[src/rtl/adder48_seq.sv]
// Purpose : time-multiplexed NSLICE*16-bit adder built around one adder16 carry-select slice.
// Latency : operands accepted on edge 0, slices on edges 1..NSLICE, result valid after edge NSLICE.
// Backpr. : single operation in flight; in_ready low in RUN/DONE, result held until out_ready.
//
// Ports:
//   clk, rst_n           rising-edge clock, synchronous active-low reset
//   in_valid/in_ready    operand handshake (A, B, cin)
//   out_valid/out_ready  result handshake (S, cout[, ovf])
//   A, B [W:1]           operands, S [W:1] sum, cin carry into bit 1, cout carry out of bit W
// Optional: define ADDER48_SEQ_OVF_EN to add the registered signed-overflow output ovf.

// Purpose : 16-bit carry-select adder (8-bit ripple low half, duplicated upper half).
// Latency : purely combinational.
// Backpr. : none.
module adder16 (
  input  logic [16:1] a,
  input  logic [16:1] b,
  input  logic        cin,
  output logic [16:1] s,
  output logic        c16,
  output logic        sx
);
  logic [8:0] lo;
  logic [8:0] hi0;
  logic [8:0] hi1;

  always_comb begin
    lo  = {1'b0, a[8:1]} + {1'b0, b[8:1]} + {8'b0, cin};
    hi0 = {1'b0, a[16:9]} + {1'b0, b[16:9]};
    hi1 = {1'b0, a[16:9]} + {1'b0, b[16:9]} + 9'd1;
    // upper half picked by the low-half carry
    s[8:1] = lo[7:0];
    if (lo[8]) begin
      s[16:9] = hi1[7:0];
      c16     = hi1[8];
    end else begin
      s[16:9] = hi0[7:0];
      c16     = hi0[8];
    end
    sx = (a[16] == b[16]) && (s[16] != a[16]);
  end
endmodule

module adder48_seq #(
  parameter  int NSLICE = 3,
  localparam int W      = 16 * NSLICE
) (
  input  logic         clk,
  input  logic         rst_n,
  input  logic         in_valid,
  output logic         in_ready,
  input  logic [W:1]   A,
  input  logic [W:1]   B,
  input  logic         cin,
  output logic         out_valid,
  input  logic         out_ready,
  output logic [W:1]   S,
`ifdef ADDER48_SEQ_OVF_EN
  output logic         ovf,
`endif
  output logic         cout
);
  localparam int CW = (NSLICE > 1) ? $clog2(NSLICE) : 1;

  typedef enum logic [1:0] {
    IDLE = 2'd0,
    RUN  = 2'd1,
    DONE = 2'd2
  } state_t;

  state_t        state_q;
  state_t        state_d;
  logic [CW-1:0] k_q;
  logic          carry_q;
  logic [W:1]    a_q;
  logic [W:1]    b_q;
  logic [16:1]   a_sl;
  logic [16:1]   b_sl;
  logic [16:1]   sum16;
  logic          c16;
  logic          sx_unused;
  logic          last;

  assign last     = (k_q == CW'(NSLICE - 1));
  assign in_ready = (state_q == IDLE) && rst_n;

  // slice select from the captured operands
  always_comb begin
    a_sl = '0;
    b_sl = '0;
    for (int i = 0; i < NSLICE; i++) begin
      if (k_q == i[CW-1:0]) begin
        a_sl = a_q[16*i+1 +: 16];
        b_sl = b_q[16*i+1 +: 16];
      end
    end
  end

  // carry_q is loaded with cin at capture, so slice 0 sees cin
  adder16 u_add (
    .a   (a_sl),
    .b   (b_sl),
    .cin (carry_q),
    .s   (sum16),
    .c16 (c16),
    .sx  (sx_unused)
  );

  always_ff @(posedge clk) begin
    if (!rst_n) state_q <= IDLE;
    else        state_q <= state_d;
  end

  always_comb begin
    state_d = state_q;
    case (state_q)
      IDLE:    if (in_valid) state_d = RUN;
      RUN:     if (last)     state_d = DONE;
      DONE:    if (out_ready) state_d = IDLE;
      default: state_d = IDLE;
    endcase
  end

  always_ff @(posedge clk) begin
    if (!rst_n) begin
      k_q       <= '0;
      carry_q   <= 1'b0;
      a_q       <= '0;
      b_q       <= '0;
      S         <= '0;
      cout      <= 1'b0;
      out_valid <= 1'b0;
`ifdef ADDER48_SEQ_OVF_EN
      ovf       <= 1'b0;
`endif
    end else begin
      case (state_q)
        IDLE: begin
          if (in_valid) begin
            a_q     <= A;
            b_q     <= B;
            carry_q <= cin;
            k_q     <= '0;
          end
        end
        RUN: begin
          for (int i = 0; i < NSLICE; i++) begin
            if (k_q == i[CW-1:0]) S[16*i+1 +: 16] <= sum16;
          end
          carry_q <= c16;
          if (last) begin
            cout      <= c16;
            out_valid <= 1'b1;
`ifdef ADDER48_SEQ_OVF_EN
            // sum16[16] is S[W] on the final slice
            ovf       <= (a_q[W] == b_q[W]) && (sum16[16] != a_q[W]);
`endif
          end else begin
            k_q <= k_q + 1'b1;
          end
        end
        DONE: begin
          if (out_ready) out_valid <= 1'b0;
        end
        default: ;
      endcase
    end
  end
endmodule

[config.mk]
export PLATFORM = sky130hd
export DESIGN_NAME = adder48_seq
export DESIGN_NICKNAME = d
export VERILOG_FILES = /design/src/rtl/adder48_seq.sv
export SDC_FILE = /design/constraint.sdc
export NUM_CORES = 1
export LEC_CHECK = 0
export BUFFER_PORTS_ARGS = -buffer_cell sky130_fd_sc_hd__buf_2
export CAP_MARGIN = 20
export CORE_UTILIZATION = 50
export DETAILED_ROUTE_END_ITERATION = 12
export PLACE_DENSITY_LB_ADDON = 0.08
export SLEW_MARGIN = 40
export SYNTH_ARGS = -nofsm -noshare
export SYNTH_HDL_FRONTEND = slang
export SYNTH_SLANG_ARGS = --single-unit
[constraint.sdc]
create_clock -name clk -period 3.6 [get_ports clk]
set_clock_uncertainty 0.2 [all_clocks]
set_input_delay 0.54 -clock clk [delete_from_list [all_inputs] [get_ports clk]]
set_output_delay 0.54 -clock clk [all_outputs]
set_load 0.005 [all_outputs]
==> results of run 1 <==
flip-flops by register name, indices dropped and copies added, names as in the netlist:
register / flops
k_q: 2
state_q: 2
b_q: 48
cout: 1
out_valid: 1
carry_q: 1
S: 48
a_q: 48
cell usage after synthesis (all sizes together) (4+ instances only):
master    n  area [um^2]
nand2   331         1242
dfxtp   151         3023
a21boi  121        908.4
a21oi    53        265.3
clkbuf   52        195.2
o21ai    47        235.2
nor2     42        157.7
ha       19        237.7
buf      13        56.31
o211a    13        130.1
nand3    10        50.05
inv       9        33.78
nor2b     9        56.30
xnor2     8        70.07
a21o      7        55.06
and2      6        37.54
nor3      6        35.03
xor2      5        51.30
mux2i     4        40.04
nand2b    4        25.02
o211ai    4        30.03
o21a      4        31.28
routing by layer:
metal	track usage, %	wire [um]
met4	7.622	284
met1	34.94	8712
met3	5.437	962
met2	42.24	8682
met5	0	0
cells by family (layout without fill, tap and decap cells):
kind of cell	Yosys count	after routing	share of synthesized area, %
AO/OA/AOI/OAI	262	262	24.60
XOR/XNOR	13	13	1.671
adder cells (fa/ha/maj)	22	22	4.099
buffers and inverters	74	210	3.927
flip-flops	151	151	41.61
multiplexers	4	4	0.5512
AND/OR/NAND/NOR	422	422	23.54
through the flow:
step                TNS (ns)  cells  cell area [um^2]  total power (W)
floorplan                  0    948              7264         0.002261
global placement           0   1231              8184         0.002501
detailed placement         0   1232              8205         0.002508
CTS                        0   1264              8792         0.004263
global route        -0.04254   1264              8866         0.004448
finish                     0   1264              8866         0.004258
path summary, 6_finish.rpt:
| kind | end | slack, ns | start | depth (start not counted) |
|---|---|---|---|---|
| setup / recovery | S[25] | 0.19 | k_q[1] | 13 |
| hold / removal | b_q[44] | 0.16 | B[44] | 3 |
| setup reg to reg | S[25] | 0.19 | k_q[1] | 13 |
| hold reg to reg | S[7] | 0.25 | S[7] | 2 |
critical path, cell delays in order, from the launching register on:
cell and delay [ns]:
dfxtp_2 0.34, inv_1 0.14, ha_4 0.22, buf_12 0.20
nor2_1 0.07, a21oi_1 0.17, o21ai_0 0.15, ha_1 0.39
a21o_1 0.21, nor3_2 0.37, a21oi_1 0.20, xnor2_1 0.37
nand2_1 0.10, o211a_1 0.14
cell type report:
class | count | share of cell area [%]
well taps | 180 | 2.540
flip-flops and latches | 151 | 34.12
inverters | 9 | 0.3810
repair buffers | 169 | 10.78
multi-input cells | 723 | 45.55
clock buffers | 25 | 5.588
clock inverters | 7 | 1.030
power breakdown:
group	switching, W	total, W	internal, W
logic	0.000403	0.000673	0.000270
registers	0.0000533	0.00182	0.00176
clock network	0.000674	0.00177	0.00109
total	0.00113	0.00426	0.00313
timing repair:
action,4_1_cts,5_1_grt
gates resized for setup,0,15
endpoints found under the hold margin,0,0
endpoints found under the setup margin,0,25
==> flow_summary.toml, run 1 <==
[outcome]
status = "finished, final reports clean"

[synthesis]
postSynth.asyncResetShare_pct = 0
syn_nets = 1071
ys_seq_elements = 151
ys_seq_area_share_pct = 41.61
synth_cell_types = 47
yosys_most_used_dff = "dfxtp_1"
netlist_area_um2 = 7264
synth_edf_count = 0
avgSynthCellArea_um2 = 7.663
synth-warning-count = 0
synth_cells = 948

[placed_design]
port_buffers = 151
hpwl_mm = 13.53
dp_slack_ns = 0.06427
gp_congestion = 0.8568

[global_routing]
grt_pass1_vias = 6008
grt_overflow = 0
antenna_found_initial = 0
grtUsageTotal_pct = 26.12
grt_max_degree = 72
grt_pass1_wl_mm = 29.89

[layout]
layout_commonest_cell = "nand2_1"
antennaDiodeCount = 0
n_fill_cell = 1336
finish.utilization_pct = 63.14
mostFrequentLayoutCells = "nand2_1, buf_2, dfxtp_1, a21boi_0, a21oi_1"
multiInputGateArea_um2 = 4039
nets = 1194
area_delta_synth_final_pct = 22.05
drive_gt1_share_pct = 20.66
seqCellArea_um2 = 3025

[routing]
dr.pass1.iters = 4
wl_per_cell_um = 14.75
drcViolationCount = 0
drt-initial-drc-count = 360
detail_route.wirelength_mm = 18.64
via_per_inst = 5.200
ant_nets = 0
num_vias = 6573

[floorplan]
io_pins = 152
row_count = 43
initial_core_util_pct = 51.73
die_area_um2 = 15010
die_w_um = 122.5
core_area_um2 = 14040
die_h_um = 122.5

[setup_path]
cp_max_fo = 39
worstSetupEndpointType = "register"
start_kind = "register"
timing_worst_setup_path_type = "register to register"
required_ns = 3.71
worstPathArrival_ns = 3.52

[clock_tree]
holdBufCountCts = 0
clock_path_buffers = 2
numCtsBuffers = 17
clock-root-buffer = "clkbuf_16"
htreeDepth = 4
cts_tree = "yes"
cts_setup_buffers = 0
worstSkewPairLatency_ns = 0.43
clock-sinks = 151
clk_pin_slew_worst_paths_ns = 0.06

[timing]
worst_slew_pin_slew_ns = 0.6061
hold_viol = 0
whs_ns = 0.1565
drv_slew = 0
layout_setup_ws_ns = 0.1904
period_share_pct = 94.71
setup_viol_count_final = 0
max_freq_ghz = 0.2933
max-slew-margin-rel_pct = 59.45
layout_min_cycle_time_ns = 3.410

[pwr]
power_density_nw_per_um2 = 480.3
p_leak_nw = 3.873
vdd_ir_drop_max_v = 0.0003277

[run]
drv_cap = 0

[hold_path]
min_path_type = "primary input to register"
(Power assumes the default switching activity.)
==> inputs of run 2 (changes only) <==
--- a/config.mk
+++ b/config.mk
@@ -10,6 +10,7 @@
 export CORE_UTILIZATION = 50
 export DETAILED_ROUTE_END_ITERATION = 12
 export PLACE_DENSITY_LB_ADDON = 0.08
+export REMOVE_ABC_BUFFERS = 1
 export SLEW_MARGIN = 40
 export SYNTH_ARGS = -nofsm -noshare
 export SYNTH_HDL_FRONTEND = slang
==> run 2 against run 1 <==
Net effect:
- combinational power decreased by 3.6%
- first-iteration DRC count increased by 22%
- critical path depth increased by 1
- wire length decreased by 3.5%
- via count decreased by 0.35%
- sequential share of layout area about the same
- clock-buffer cell count decreased by 5
- setup slack improved by 0.059 ns
- power decreased by 0.78%
- die area unchanged
- register-to-register slack improved by 0.06 ns
- cell count about the same
- largest cell class unchanged
- largest power group unchanged
==> flow_summary.toml, run 2 (synthesized netlist as in run 1, its figures left out) <==
[setup_path]
slowest_stage = "a221oi_1"
critPathTopFamily = "compound AO/OA/AOI/OAI gates"
critPathMaxStageDelay_ns = 0.43
cp_max_fo = 17
worstSetupEndpointType = "register"
r2r_slack_ns = 0.25
reg2reg_depth = 14
start_kind = "register"
rr_startpoint = "k_q[1]"
cp_cell_sequence = "inv_1, ha_4, buf_4, buf_4, nor2_1, a21oi_1, o21ai_0, ha_1, nor2b_1, a221oi_1, nand3b_4, nand4_2, xor2_2, a21oi_1"
cp.depth = 14
path_buf_inv = 3
required_ns = 3.69
worstPathArrival_ns = 3.44
r2r-end = "S[15]"
timing_worst_setup_path_type = "register to register"

[layout]
antennaDiodeCount = 0
area_delta_synth_final_pct = 22.06
drive_gt1_share_pct = 21.42
finish.utilization_pct = 63.15
reg.largest.list = "S x48, a_q x48, b_q x48"
final_area_um2 = 8867
n_fill_cell = 1319
nets = 1194
layout_commonest_cell = "nand2_1"
mostFrequentLayoutCells = "nand2_1, buf_2, dfxtp_1, a21boi_0, a21oi_1"

[clock_tree]
htreeDepth = 4
holdBufCountCts = 0
cts_tree = "yes"
clk_pin_slew_worst_paths_ns = 0.06
cts_resized = 0
clock_path_buffers = 2
numCtsBuffers = 17
cts_setup_buffers = 0
clock-sinks = 151
clock-root-buffer = "clkbuf_16"
worstSkewPairLatency_ns = 0.43

[timing]
layout_min_cycle_time_ns = 3.351
hold_viol = 0
period_share_pct = 93.09
max-slew-margin-rel_pct = 55.06
setup_viol_count_final = 0
worst_slew_pin_slew_ns = 0.6741
fin_tns_setup_ns = 0
max_freq_ghz = 0.2984
layout_setup_ws_ns = 0.2489
drv_slew = 0

[run]
drv_cap = 0

[routing]
wl_per_cell_um = 14.24
dr.pass1.iters = 6
detail_route.wirelength_mm = 17.98
ant_nets = 0
via_per_inst = 5.186
num_vias = 6550
drt-initial-drc-count = 439
drcViolationCount = 0

[placed_design]
hpwl_mm = 12.49
dp_slack_ns = 0.08942
gp_congestion = 0.8003
placed_cell_area_um2 = 8180
port_buffers = 151

[global_routing]
grt_pass1_wl_mm = 28.90
grt_max_degree = 98
grt_overflow = 0
antenna_found_initial = 0
grt_pass1_vias = 6077
grtUsageTotal_pct = 24.90

[hold_path]
hp-start = "B[47]"
hold_end = "b_q[47]"
hold_depth = 3
min_path_type = "primary input to register"

[pwr]
power_w = 0.004225
power_density_nw_per_um2 = 476.5
p_leak_nw = 3.850
vdd_ir_drop_max_v = 0.0003625

[floorplan]
io_pins = 152
core_area_um2 = 14040
die_area_um2 = 15010
initial_core_util_pct = 51.73
die_w_um = 122.5
die_h_um = 122.5
row_count = 43

[outcome]
status = "finished, final reports clean"
## run 2: cell count changes in the layout (fill, tap and decap cells not counted), moves of 2 or more
| cell | change |
|---|---|
| o21ai_1 | +2 |
| buf_4 | +3 |
| clkbuf_8 | -2 |
| clkinvlp_4 | +3 |
| clkinv_4 | +3 |
| clkbuf_1 | -3 |
| buf_12 | -3 |
| o21ai_0 | -3 |
## run 2: worst max-delay path by stage
stage | start | endpoint | slack (ns)
2_1_floorplan | k_q[1] | S[47] | -0.47
5_1_grt | k_q[1] | S[16] | -0.009
6_report | k_q[1] | S[15] | 0.25
4_1_cts | k_q[0] | S[14] | 0.03
3_5_place_dp | k_q[0] | S[14] | 0.09
3_3_place_gp | k_q[0] | S[16] | 0.10
## run 2: stage by stage
stage,std cells,hold WS (ns)
after floorplan,883,0.2437
after global placement,1232,0.2516
after detailed placement,1232,0.2573
after CTS,1263,0.1494
after global routing,1263,0.1536
final,1263,0.1559
## run 2: power breakdown
part | switching (W) | internal (W)
combinational | 0.000382 | 0.000267
sequential | 0.0000569 | 0.00176
clock | 0.000702 | 0.00105
## run 2: cell type report
cell class                 count  area (um^2)  area share, %
sequential                   151         3025          34.12
tap                          180        225.2          2.540
clock buffer                  20        456.7          5.150
timing repair buffer         169        918.4          10.36
multi-input combinational    723         4081          46.03
inverter                       9        33.78         0.3810
clock inverter                11        126.4          1.425
## run 2: routing by layer
| metal | routed length (um) | global-route usage (%) | up-vias |
|---|---|---|---|
| li1 | - | - | 3403 |
| met1 | 7913 | 29.53 | 2973 |
| met2 | 8931 | 43.79 | 160 |
| met3 | 928 | 6.134 | 14 |
| met4 | 210 | 8.079 | 0 |
| met5 | 0 | 0 | - |
## run 2: worst min-delay path, delay by kind of cell
kind / cells / cell delay [ns]
AND/OR/NAND/NOR: 1 / 0.04
AO/OA/AOI/OAI: 1 / 0.06
buffers and inverters: 1 / 0.10
==> inputs of run 3 (changes only) <==
--- a/config.mk
+++ b/config.mk
@@ -7,7 +7,9 @@
 export LEC_CHECK = 0
 export BUFFER_PORTS_ARGS = -buffer_cell sky130_fd_sc_hd__buf_2
 export CAP_MARGIN = 20
-export CORE_UTILIZATION = 50
+export CELL_PAD_IN_SITES_DETAIL_PLACEMENT = 0
+export CELL_PAD_IN_SITES_GLOBAL_PLACEMENT = 2
+export CORE_UTILIZATION = 28
 export DETAILED_ROUTE_END_ITERATION = 12
 export PLACE_DENSITY_LB_ADDON = 0.08
 export REMOVE_ABC_BUFFERS = 1
==> run 3 against run 2 <==
Net effect:
- power up 7.5%
- sequential share of layout area decreased by 1.5 points
- register-to-register slack lost 0.03 ns
==> flow_summary.toml, run 3 (synthesized netlist as in run 1, its figures left out) <==
[routing]
drt-initial-drc-count = 295
wl_per_cell_um = 15.08
via_per_inst = 4.558
num_vias = 6504
ant_nets = 0
detail_route.wirelength_mm = 21.52
dr.pass1.iters = 5
drcViolationCount = 0

[clock_tree]
htreeDepth = 4
clock_path_buffers = 2
cts_tree = "yes"
worstSkewPairLatency_ns = 0.42
holdBufCountCts = 0
clk_pin_slew_worst_paths_ns = 0.07
numCtsBuffers = 17
clock-root-buffer = "clkbuf_16"
clock-sinks = 151

[layout]
mostFrequentLayoutCells = "nand2_1, dfxtp_1, buf_2, a21boi_0, a21oi_1"
seqCellArea_um2 = 3024
multiInputGateArea_um2 = 4070
layout_commonest_cell = "nand2_1"
nets = 1208
antennaDiodeCount = 0
area_delta_synth_final_pct = 27.80
stdcell_count = 1427
reg.largest.list = "S x48, a_q x48, b_q x48"
drive_gt1_share_pct = 22.33
n_fill_cell = 2761

[pwr]
p_leak_nw = 3.980
swShare_pct = 26.05
combPwrFrac_pct = 15.5
power.internal_w = 0.003358
p_sw_w = 0.001183
clockPowerShare_pct = 44.5
power_density_nw_per_um2 = 489.1
vdd_ir_drop_max_v = 0.0002499
seq_power_share_pct = 40.1

[timing]
max_freq_ghz = 0.2956
hold_viol = 0
worst_slew_pin_slew_ns = 0.6597
fin_tns_setup_ns = 0
layout_min_cycle_time_ns = 3.383
period_share_pct = 93.97
drv_slew = 0
setup_viol_count_final = 0
max-slew-margin-rel_pct = 56.02

[global_routing]
grt_pass1_vias = 6331
grt_pass1_wl_mm = 34.33
antenna_found_initial = 1
grt_max_degree = 92
grtUsageTotal_pct = 16.63
grt_overflow = 0

[setup_path]
start_kind = "register"
cp_cell_sequence = "inv_2, ha_4, buf_12, nor2_1, a21oi_1, o21ai_2, fa_2, inv_1, fa_1, nand2b_1, a21o_4, a211oi_2, buf_4, xnor2_1, nand2_1, o211a_1"
slowest_stage = "dfxtp_1"
critPathMaxStageDelay_ns = 0.37
worstSetupEndpointType = "register"
timing_worst_setup_path_type = "register to register"
required_ns = 3.71
worstPathArrival_ns = 3.49
cp_max_fo = 5

[floorplan]
core_area_um2 = 25330
io_pins = 152
die_w_um = 163.1
initial_core_util_pct = 28.68
die_h_um = 163.1
die_area_um2 = 26590
row_count = 58

[outcome]
status = "finished, final reports clean"

[placed_design]
dp_cells = 1390
hpwl_mm = 15.13
port_buffers = 151
gp_congestion = 0.7447

[run]
drv_cap = 0

[hold_path]
min_path_type = "primary input to register"
-- run 3: cell count changes in the layout (fill, tap and decap cells not counted), sizes merged --
cell	delta
clkinv	-1
bufinv	+4
clkinvlp	-2
clkbuf	+1
buf	+12
-- run 3: worst paths after layout --
check                            start  endpoint  slack (ns)  cells past startpoint
worst max-delay path            k_q[1]     S[44]        0.22                     16
worst min-delay path             A[30]   a_q[30]        0.16                      3
worst max register to register  k_q[1]     S[44]        0.22                     16
worst min register to register   S[27]     S[27]        0.26                      2
-- run 3: critical path: cells and delay by family, from the launching register on --
family | cells | cell delay [ns]
AOI/OAI and AO/OA | 5 | 0.91
adders and majority gates | 3 | 0.82
buffers and inverters | 4 | 0.45
DFF | 1 | 0.37
and+or+nand+nor | 3 | 0.36
xor gates and xnor gates | 1 | 0.16
-- run 3: final cells by class --
class	instances	area share, %
clock buffer	19	4.663
tap	330	4.447
timing repair buffer	183	11.67
inverter	9	0.3639
multi-input combinational	723	43.84
sequential	151	32.57
clock inverter	12	2.439
-- run 3: timing repair --
action	CTS	global route
endpoints found under the hold margin	0	0
gates cloned	0	1
pin swaps	0	6
resized for setup	2	25
buffers inserted	0	4
endpoints found under the setup margin	13	29
-- run 3: through the flow --
step,area (um^2),utilization [%],worst slack [ns],power (W),hold slack (ns)
finish,9284,36.66,0.2170,0.004540,0.1641
global route,9284,36.66,-0.01134,0.004773,0.1514
CTS,9109,35.96,0.003390,0.004584,0.1481
detailed placement,8441,33.33,-0.04886,0.002537,0.2529
global placement,8432,33.29,0.04654,0.002536,0.2529
floorplan,7013,-,-0.4706,0.002230,0.2437
-- run 3: power groups by stage --
stage | registers (W) | logic, W | clock network [W]
after floorplan | 0.00184 | 0.000391 | 0
after CTS | 0.00182 | 0.000684 | 0.00208
final | 0.00182 | 0.000702 | 0.00202
after detailed placement | 0.00186 | 0.000679 | 0
after global routing | 0.00183 | 0.000796 | 0.00215
after global placement | 0.00186 | 0.000678 | 0
-- run 3: per-layer routing --
layer	up-vias	track usage (%)	part of all wire [%]	wire length, um
met5	-	0	0.065	14
met4	2	4.078	0.87	187
met3	15	2.946	4.1	875
met2	122	27.79	46	9992
met1	2935	22.05	49	10450
li1	3430	-	-	-
